## src/rtl/clock_divider_pkg.sv

```systemverilog
// clock_divider_pkg: shared divider width and type for the clock divider slice
package clock_divider_pkg;
   localparam int DIV_WIDTH = 32;
   typedef logic [DIV_WIDTH-1:0] div_t;
endpackage

```

## src/rtl/clock_divider_counter.sv

```systemverilog
// clock_divider_counter: half-period counter with a shadow divider register
//   clk_in   - input clock, rising edge
//   reset    - asynchronous active-low reset
//   divider  - requested half-period length (0 = disabled)
//   boundary - high during the last cycle of a half-period
//   next_div - divider value that the coming boundary edge will sample
module clock_divider_counter
   import clock_divider_pkg::*;
#(
   parameter int WIDTH = DIV_WIDTH
) (
   input  logic             clk_in,
   input  logic             reset,
   input  logic [WIDTH-1:0] divider,
   output logic             boundary,
   output logic [WIDTH-1:0] next_div
);
   logic [WIDTH-1:0] count;
   logic [WIDTH-1:0] active_div;
   // active_div-1 is only meaningful while running, so the compare is gated on it
   assign boundary = (active_div != '0) && (count == active_div - 1'b1);
   assign next_div = divider;
   always_ff @(posedge clk_in or negedge reset)
      if (!reset) begin
         count      <= '0;
         active_div <= '0;
      end else if (active_div == '0)
         active_div <= divider;
      else if (boundary) begin
         count      <= '0;
         active_div <= divider;
      end else
         count <= count + 1'b1;
endmodule

```

## src/rtl/clock_divider.sv

```systemverilog
// clock_divider: glitch-free 50%-duty programmable clock divider
//   clk_in  - input clock, rising edge
//   reset   - asynchronous active-low reset
//   divider - half-period length in clk_in cycles (0 = output disabled)
//   clk_out - divided clock, driven straight from a flop
module clock_divider
   import clock_divider_pkg::*;
#(
   parameter int WIDTH = DIV_WIDTH
) (
   input  logic             clk_in,
   input  logic             reset,
   input  logic [WIDTH-1:0] divider,
   output logic             clk_out
);
   logic             boundary;
   logic [WIDTH-1:0] next_div;
   clock_divider_counter #(.WIDTH(WIDTH)) u_counter (
      .clk_in   (clk_in),
      .reset    (reset),
      .divider  (divider),
      .boundary (boundary),
      .next_div (next_div)
   );
   // clk_out only moves on a boundary; a zero divider sampled there parks it low
   always_ff @(posedge clk_in or negedge reset)
      if (!reset)
         clk_out <= 1'b0;
      else if (boundary)
         clk_out <= (next_div != '0) & ~clk_out;
endmodule

```

## config.mk

```make
export PLATFORM = sky130hd
export DESIGN_NAME = clock_divider
export DESIGN_NICKNAME = d
export VERILOG_FILES = /design/src/rtl/clock_divider_pkg.sv /design/src/rtl/clock_divider_counter.sv /design/src/rtl/clock_divider.sv
export SDC_FILE = /design/constraint.sdc
export NUM_CORES = 1
export LEC_CHECK = 0
export CORE_UTILIZATION = 35
export CTS_CLUSTER_SIZE = 30
export DETAILED_ROUTE_END_ITERATION = 8
export GPL_TIMING_DRIVEN = 0
export MAX_ROUTING_LAYER = met4
export SLEW_MARGIN = 25
export SYNTH_ARGS = -nofsm -noshare
export SYNTH_HDL_FRONTEND = slang
export SYNTH_SLANG_ARGS = --single-unit
```

## constraint.sdc

```tcl
create_clock -name clk_in -period 4.67 [get_ports clk_in]
set_clock_uncertainty 0.15 [all_clocks]
set_input_delay 0.934 -clock clk_in [delete_from_list [all_inputs] [get_ports clk_in]]
set_output_delay 0.934 -clock clk_in [all_outputs]
set_load 0.005 [all_outputs]
```

Word level (Yosys, flattened, before mapping)
Index checks and enable logic that the tools add are counted.
{"block": "op_classes", "add_sub_neg": 2, "eq_ne": 1, "muxes": 3, "n_bitwise": 2, "n_reduce_logical": 5}
{"op": "32-bit two-way mux", "n": 3}
{"op": "32-bit nonzero test", "n": 2}
{"op": "32-bit by 1-bit adder with 32-bit output, second input constant", "n": 1}
{"op": "32-bit == test", "n": 1}
{"op": "32-bit zero test", "n": 1}
{"op": "32-bit by 1-bit subtractor with 32-bit output, second input constant", "n": 1}
{"op": "2-bit nonzero test", "n": 1}
{"op": "1-bit AND", "n": 1}
{"op": "1-bit logical AND", "n": 1}
{"op": "1-bit NOT", "n": 1}
{"block": "word_totals", "reg_bits": 65, "out_inout_bits": 1, "elab_cells": 16}

Logic depth before layout (Yosys ltp)
Gate-level depths: netlist of run 1.
{"block": "depth", "ltp_word": 5, "ltp_mapped": 12, "mapped_depth_nobuf": 10}

Modules after synthesis
Synthesis of run 1 repeated with hierarchy kept, for this count alone.
{"block": "hier_totals", "hier_cells": 541, "area_unflattened_um2": 4738.3}
{"mod": "clock_divider_counter", "n_inst": 1, "cells_each": 528, "area_each_um2": 4629.4, "seq_area_each_um2": 1601.5}
{"mod": "clock_divider", "n_inst": 1, "cells_each": 13, "area_each_um2": 108.9, "seq_area_each_um2": 25.0}

Least setup slack after synthesis of run 1
No wires, ideal clock.
{"block": "synth_timing", "path_type": "register to register", "startpoint": "reg u_counter.active_div[4]", "endpoint": "reg u_counter.active_div[7]", "setup_ns": 0.127, "arrival_time_ns": 3.188, "path_slack_ns": 1.204, "stages_incl_launch_ff": 12, "n_path_buf": 3, "synth_period_minus_slack_ns": 3.466, "cell_sequence": "dfrtp_1 or4_1 buf_2 or4_1 buf_6 o31ai_4 o211ai_1 nor4_2 nand2_2 o21ai_4 buf_8 mux2_1"}
{"block": "synth_between", "elab_chain_cells": 4}
{"element": "start, declared", "line": "clock_divider_counter.sv:19", "rtl": "logic [WIDTH-1:0] active_div;"}
{"element": "start signal, assigned", "line": "clock_divider_counter.sv:28", "rtl": "active_div <= divider;"}
{"element": "start signal, assigned", "line": "clock_divider_counter.sv:31", "rtl": "active_div <= divider;"}
{"element": "32-bit by 1-bit subtractor with 32-bit output", "line": "clock_divider_counter.sv:21", "rtl": "assign boundary = (active_div != '0) && (count == active_div - 1'b1);"}
{"element": "32-bit == test", "line": "clock_divider_counter.sv:21"}
{"element": "1-bit logical AND", "line": "clock_divider_counter.sv:21"}
{"element": "2-bit nonzero test (no line)"}
Parallel ways exist; a longest one is shown, timed or not.
A chain may end at the register's enable or synchronous reset.

Worst setup path in the final report of run 1
{"block": "layout_timing", "startpoint": "reg u_counter.active_div[0]", "endpoint": "reg u_counter.active_div[7]"}
Same word-level chain as after synthesis.

==> results of run 1 <==
synth_stat cells, types with 3 or more instances:
| master | number |
|---|---|
| a2111oi_0 | 3 |
| a21oi_1 | 5 |
| and3_1 | 7 |
| and3b_1 | 3 |
| and4_1 | 8 |
| buf_2 | 5 |
| clkbuf_1 | 9 |
| dfrtp_1 | 65 |
| ha_1 | 3 |
| inv_1 | 6 |
| mux2_2 | 6 |
| mux2_4 | 25 |
| nand2_1 | 24 |
| nand2b_1 | 5 |
| nand3_1 | 20 |
| nand4_1 | 12 |
| nor2_1 | 47 |
| nor2b_1 | 6 |
| nor3_1 | 17 |
| nor3b_1 | 3 |
| nor4_1 | 10 |
| o211ai_1 | 3 |
| o21ai_0 | 10 |
| o22ai_1 | 5 |
| or3_1 | 9 |
| or4_1 | 11 |
| xnor2_1 | 29 |
| xor2_1 | 30 |
routing by layer:
layer	part of all wire (%)	GRT usage, %
met5	0	-
met4	2.1	8.27
met3	4.3	4.37
met2	44	28.1
met1	50	25.1
flip-flops by register name (all words and copies together) (netlist names):
| signal | cells |
|---|---|
| u_counter.active_div | 32 |
| clk_out | 1 |
| u_counter.count | 32 |
metrics by stage:
step                area [µm²]  cells
global placement          4810    615
floorplan                 4280    434
finish                    5120    632
CTS                       5120    632
detailed placement        4830    616
global route              5120    632
placed cells by master (no fill, tap or decap), drive strengths merged, types with 4 or more instances in the layout:
cell | Yosys | layout
dfrtp | 65 | 65
nor2 | 47 | 47
clkdlybuf4s50 | 0 | 33
mux2 | 32 | 32
xor2 | 30 | 30
xnor2 | 29 | 29
nand2 | 25 | 25
clkbuf | 10 | 23
nand3 | 20 | 20
nor3 | 18 | 18
nand4 | 12 | 12
o21ai | 12 | 12
nor4 | 12 | 12
buf | 10 | 12
or4 | 11 | 11
or3 | 9 | 9
and4 | 8 | 8
and3 | 7 | 7
inv | 6 | 6
nor2b | 6 | 6
nand2b | 5 | 5
a21oi | 5 | 5
o22ai | 5 | 5
a2111oi | 4 | 4
power by group:
| group | switching [W] | internal, W |
|---|---|---|
| sequential | 0 | 0.000564 |
| combinational | 0.0000206 | 0.0000272 |
| clock | 0.000239 | 0.000426 |
| total | 0.000260 | 0.00102 |
layout make-up:
class	instances	share of cell area, %
sequential	65	31.8
timing repair buffer	35	6.99
clock buffer	13	4.89
inverter	6	0.440
buffer	20	2.62
multi-input combinational	343	48.9
tap	147	3.60
clock inverter	3	0.783
worst max-delay path, cell delays in order (launching register included):
cell and delay [ps]:
dfrtp_1 450, inv_1 120, ha_1 200, or3b_2 540, or4_1 440, buf_6 160, xnor2_1 170, nand4_1 160
a2111oi_2 270, nand2_2 150, o21ai_4 430, buf_8 220, mux2_1 340
cell families after synthesis:
logic type	count (synthesis)	share of synthesized area (%)
adders and majority gates	3	0.876
DFF	65	38.0
buffers and inverters	26	3.65
AOI/OAI and AO/OA	52	9.35
muxes	32	10.6
and+or+nand+nor	197	25.5
xor gates and xnor gates	59	12.1
worst max path at each step:
stage	endpoint	slack (ps)	cells past startpoint
after global placement	u_counter.count[28]	370	1
after CTS	u_counter.active_div[7]	770	12
after detailed placement	u_counter.active_div[7]	780	12
after global routing	u_counter.active_div[7]	550	12
final	u_counter.active_div[7]	730	12
after floorplan	u_counter.active_div[7]	1200	11
==> metrics, run 1 <==
Root Buffer clkbuf_16; largest net degree at the start of global routing 36; Post-Route WL 10700 µm; DR WL/cell 16.9 µm; setup violators final 0; #FFs+latches synth between 60 and 70; leakage roughly 2.3 nW; setup TNS 0 ps; distinct cell type count after synthesis 65; GRT Util Overall 19.1%; hpwl dp 8090 µm; cells after synthesis 434; die span in y 113 µm; via-per-instance ratio roughly 5.4; CP required 4740 ps; Core Util, Final 42.8%; maximum clock path buffer count 2; worst setup margin 734 ps; maximum clock rate between 200 and 300 MHz; Worst Setup SP u_counter.active_div[0]; clk sinks 65; H-tree Lvls 3; Inserted Clock Buffers 9; vias in the first global route 3422; setup slack at placement 781 ps; ys async rst share 100%; FF-to-FF Start u_counter.active_div[0]; FF-to-FF End u_counter.active_div[7]; Diodes inserted 0; FILL cells 1164; top post-synthesis cells by area dfrtp_1 (38%), mux2_4 (8.8%), xor2_1 (6.1%), xnor2_1 (5.9%), nor2_1 (4.1%); initial antenna violation count 0; Area Growth Syn to Fin 19.4%; later-pin clock latency in the skew report 340 ps; CTS clk-pin slew, worst paths 50 ps; hold crit path type in2async; WP data arrival 4000 ps; Slew headroom 41.5%; Max Cap Violations 0; grt total ovfl 0; Peak supply drop 146 µV; Syn Std Cell Area 0.00428 mm²; min Tclk post-route 3940 ps; Die Area 0.0127 mm²; CTS tree yes; final hold viol count 0; post-synth top area cell dfrtp_1; routability congestion estimate from global placement 0.891; PD cells 249 mW/mm²; share of post-route cells with drive strength above 1 14.0%; status completed; Rows 40; FF+latch area 0.00163 mm²; Setup Fix Bufs, Post-CTS 0; setup slack, reg-to-reg 730 ps; Post-DRT Antenna Nets 0; Via Count roughly 3400; footprint of the multi-input gates between 0.002 and 0.003 mm²; starting density of the core a little over a third; syn nets 471; TritonRoute pass-1 iters 4; cts repair resizes 0; total power 0.00128 W; Final Cycle Share 84.3%; Final Max Tran Viols 0; CP Max Fanout 10; 1st-iter DRT viols 210; RSZ-0062 raised after global routing no; worst slew pin tran about 870 ps; Yosys warnings 0; CP Launch Type register; Buffers on Ports 34; hold-fix buffer count after cts 0; Die Span X between 100 and 150 µm; R2R depth 12; IO Count 35; Post-synth top flop dfrtp_1; number of synthesized flops with an enable pin 0; Net count, final around 520; Seq/Total Area, Yosys 38.0%; Mean Syn Cell Area between 9 and 10 µm²; WS Path Type reg2reg; Core Area 0.0120 mm²; hold_ws 379 ps; first-pass GRT wire length 18000 µm; DR DRC count 0; Synth top area share between 30% and 40%; kind of capture point of the worst setup path register
Power figures use the tool's default switching activity.
==> inputs of run 2 (changes only) <==
==> constraint.sdc (replaced) <==
create_clock -name clk_in -period 4.05 [get_ports clk_in]
set_clock_uncertainty 0.15 [all_clocks]
set_input_delay 0.81 -clock clk_in [delete_from_list [all_inputs] [get_ports clk_in]]
set_output_delay 0.81 -clock clk_in [all_outputs]
set_load 0.005 [all_outputs]
==> metrics, run 2 (same netlist as run 1, synthesis figures left out) <==
largest net degree at the start of global routing 36; Post-DP Area 0.00483 mm²; TritonRoute pass-1 iters 4; Max Cap Violations 0; fin cells 632; die span in y 113 µm; 1st-iter DRT viols approximately 230; IO Count 35; grt peak-use layer met2; Worst Setup SP u_counter.active_div[0]; Buffers on Ports 34; Final Max Tran Viols 0; CP top delay family simple AND/OR/NAND/NOR gates; Via Count 3405; Slowest-stage cell, CP or3b_2; Inserted Clock Buffers 9; WP data arrival 3980 ps; hpwl dp 8090 µm; GRT Util Overall 19.1%; Post-Route WL 10600 µm; grt met3 use under 10%; commonest non-fill, non-tap cell in the layout dfrtp_1; Max stage delay on crit path 540 ps; CP Cell Sequence inv_1 > ha_1 > or3b_2 > or4_1 > buf_6 > xnor2_1 > nand4_1 > a2111oi_2 > nand2_2 > o21ai_4 > buf_8 > mux2_1; DR DRC count 0; Rows 40; routability congestion estimate from global placement 0.891; status completed; PD cells approximately 290 mW/mm²; fin area 0.00512 mm²; WP buf/inv 3; clk sinks 65; Slew headroom about two fifths; Setup Fix Bufs, Post-CTS 0; maximum clock rate 256 MHz; hold-fix buffer count after cts 0; CP Max Fanout 10; Final Cycle Share 96.5%; Root Buffer clkbuf_16; hold crit path type in2async; starting density of the core 35.8%; later-pin clock latency in the skew report 340 ps; FF-to-FF Start u_counter.active_div[0]; H-tree Lvls 3; kind of capture point of the worst setup path register; Die Span X 113 µm; DR WL/cell 16.8 µm; most frequent cells in the layout dfrtp_1 (65), nor2_1 (47), clkdlybuf4s50_1 (33); initial antenna violation count 0; Diodes inserted 0; Peak supply drop about 170 µV; CTS clk-pin slew, worst paths 50 ps; RSZ-0062 raised after global routing yes; met2 Use GR 28.1%; final hold viol count 0; CP required between 4000 and 5000 ps; first-pass GRT wire length ~18000 µm; Post-Place Cells 616; biggest registers after layout u_counter.active_div: 32 flops, u_counter.count: 32 flops, clk_out: 1 flops; via-per-instance ratio 5.39; met1 Use GR between 20 and 30%; CTS tree yes; vias in the first global route 3422; worst slew pin tran 871 ps; Post-DRT Antenna Nets 0; CP Launch Type register; maximum clock path buffer count 2; Core Area 0.0120 mm²; setup violators final 0; Area Growth Syn to Fin 19.4%; WS Path Type reg2reg; cts repair resizes 0; leakage about 2.3 nW; Net count, final 517; min Tclk post-route 3910 ps; Die Area 0.0127 mm²; grt total ovfl 0; share of post-route cells with drive strength above 1 between 10% and 20%
-- run 2: cell counts in the layout (fill, tap and decap cells not counted) --
Identical to the previous run, type by type.
-- run 2: power breakdown --
part / internal (W) / total [W] / switching [W]
sequential: 0.000650 / 0.000650 / 0
combinational: 0.0000313 / 0.0000551 / 0.0000237
clock: 0.000491 / 0.000766 / 0.000275
-- run 2: path summary, 6_finish.rpt --
kind                                                 end  slack, ps  cells after the start
worst min register to register  u_counter.active_div[29]        400                      1
worst max-delay path             u_counter.active_div[7]        140                     12
worst min-delay path                  u_counter.count[9]        260                      1
worst max register to register   u_counter.active_div[7]        140                     12
min in group clk_in             u_counter.active_div[29]        400                      1
max in group asynchronous       u_counter.active_div[17]       2970                      2
-- run 2: per-layer routing --
metal | vias up | routed length, µm
li1 | 1681 | -
met1 | 1630 | 5110
met2 | 77 | 4690
met3 | 17 | 606
met4 | 0 | 225
met5 | - | 0
-- run 2: cell type report --
class / instances / area (µm²)
fillers: 1164 / 6850
clock buffers: 13 / 250
flip-flops and latches: 65 / 1630
multi-input cells: 343 / 2500
repair buffers: 35 / 358
clock inverters: 3 / 40.0
plain buffers: 20 / 134
well taps: 147 / 184
inverters: 6 / 22.5
-- run 2: metrics by stage --
step | hold slack, ps | power (W) | worst slack (ps) | util, % | TNS, ps
4_1_cts | 255 | 0.00149 | 148 | 42.8 | 0
5_1_grt | 270 | 0.00152 | -55.9 | 42.8 | -714
6_report | 255 | 0.00147 | 143 | 42.8 | 0
2_1_floorplan | 364 | 0.000664 | 584 | - | 0
3_3_place_gp | 391 | 0.000716 | -130 | 40.2 | -8150
3_5_place_dp | 392 | 0.000718 | 161 | 40.3 | 0
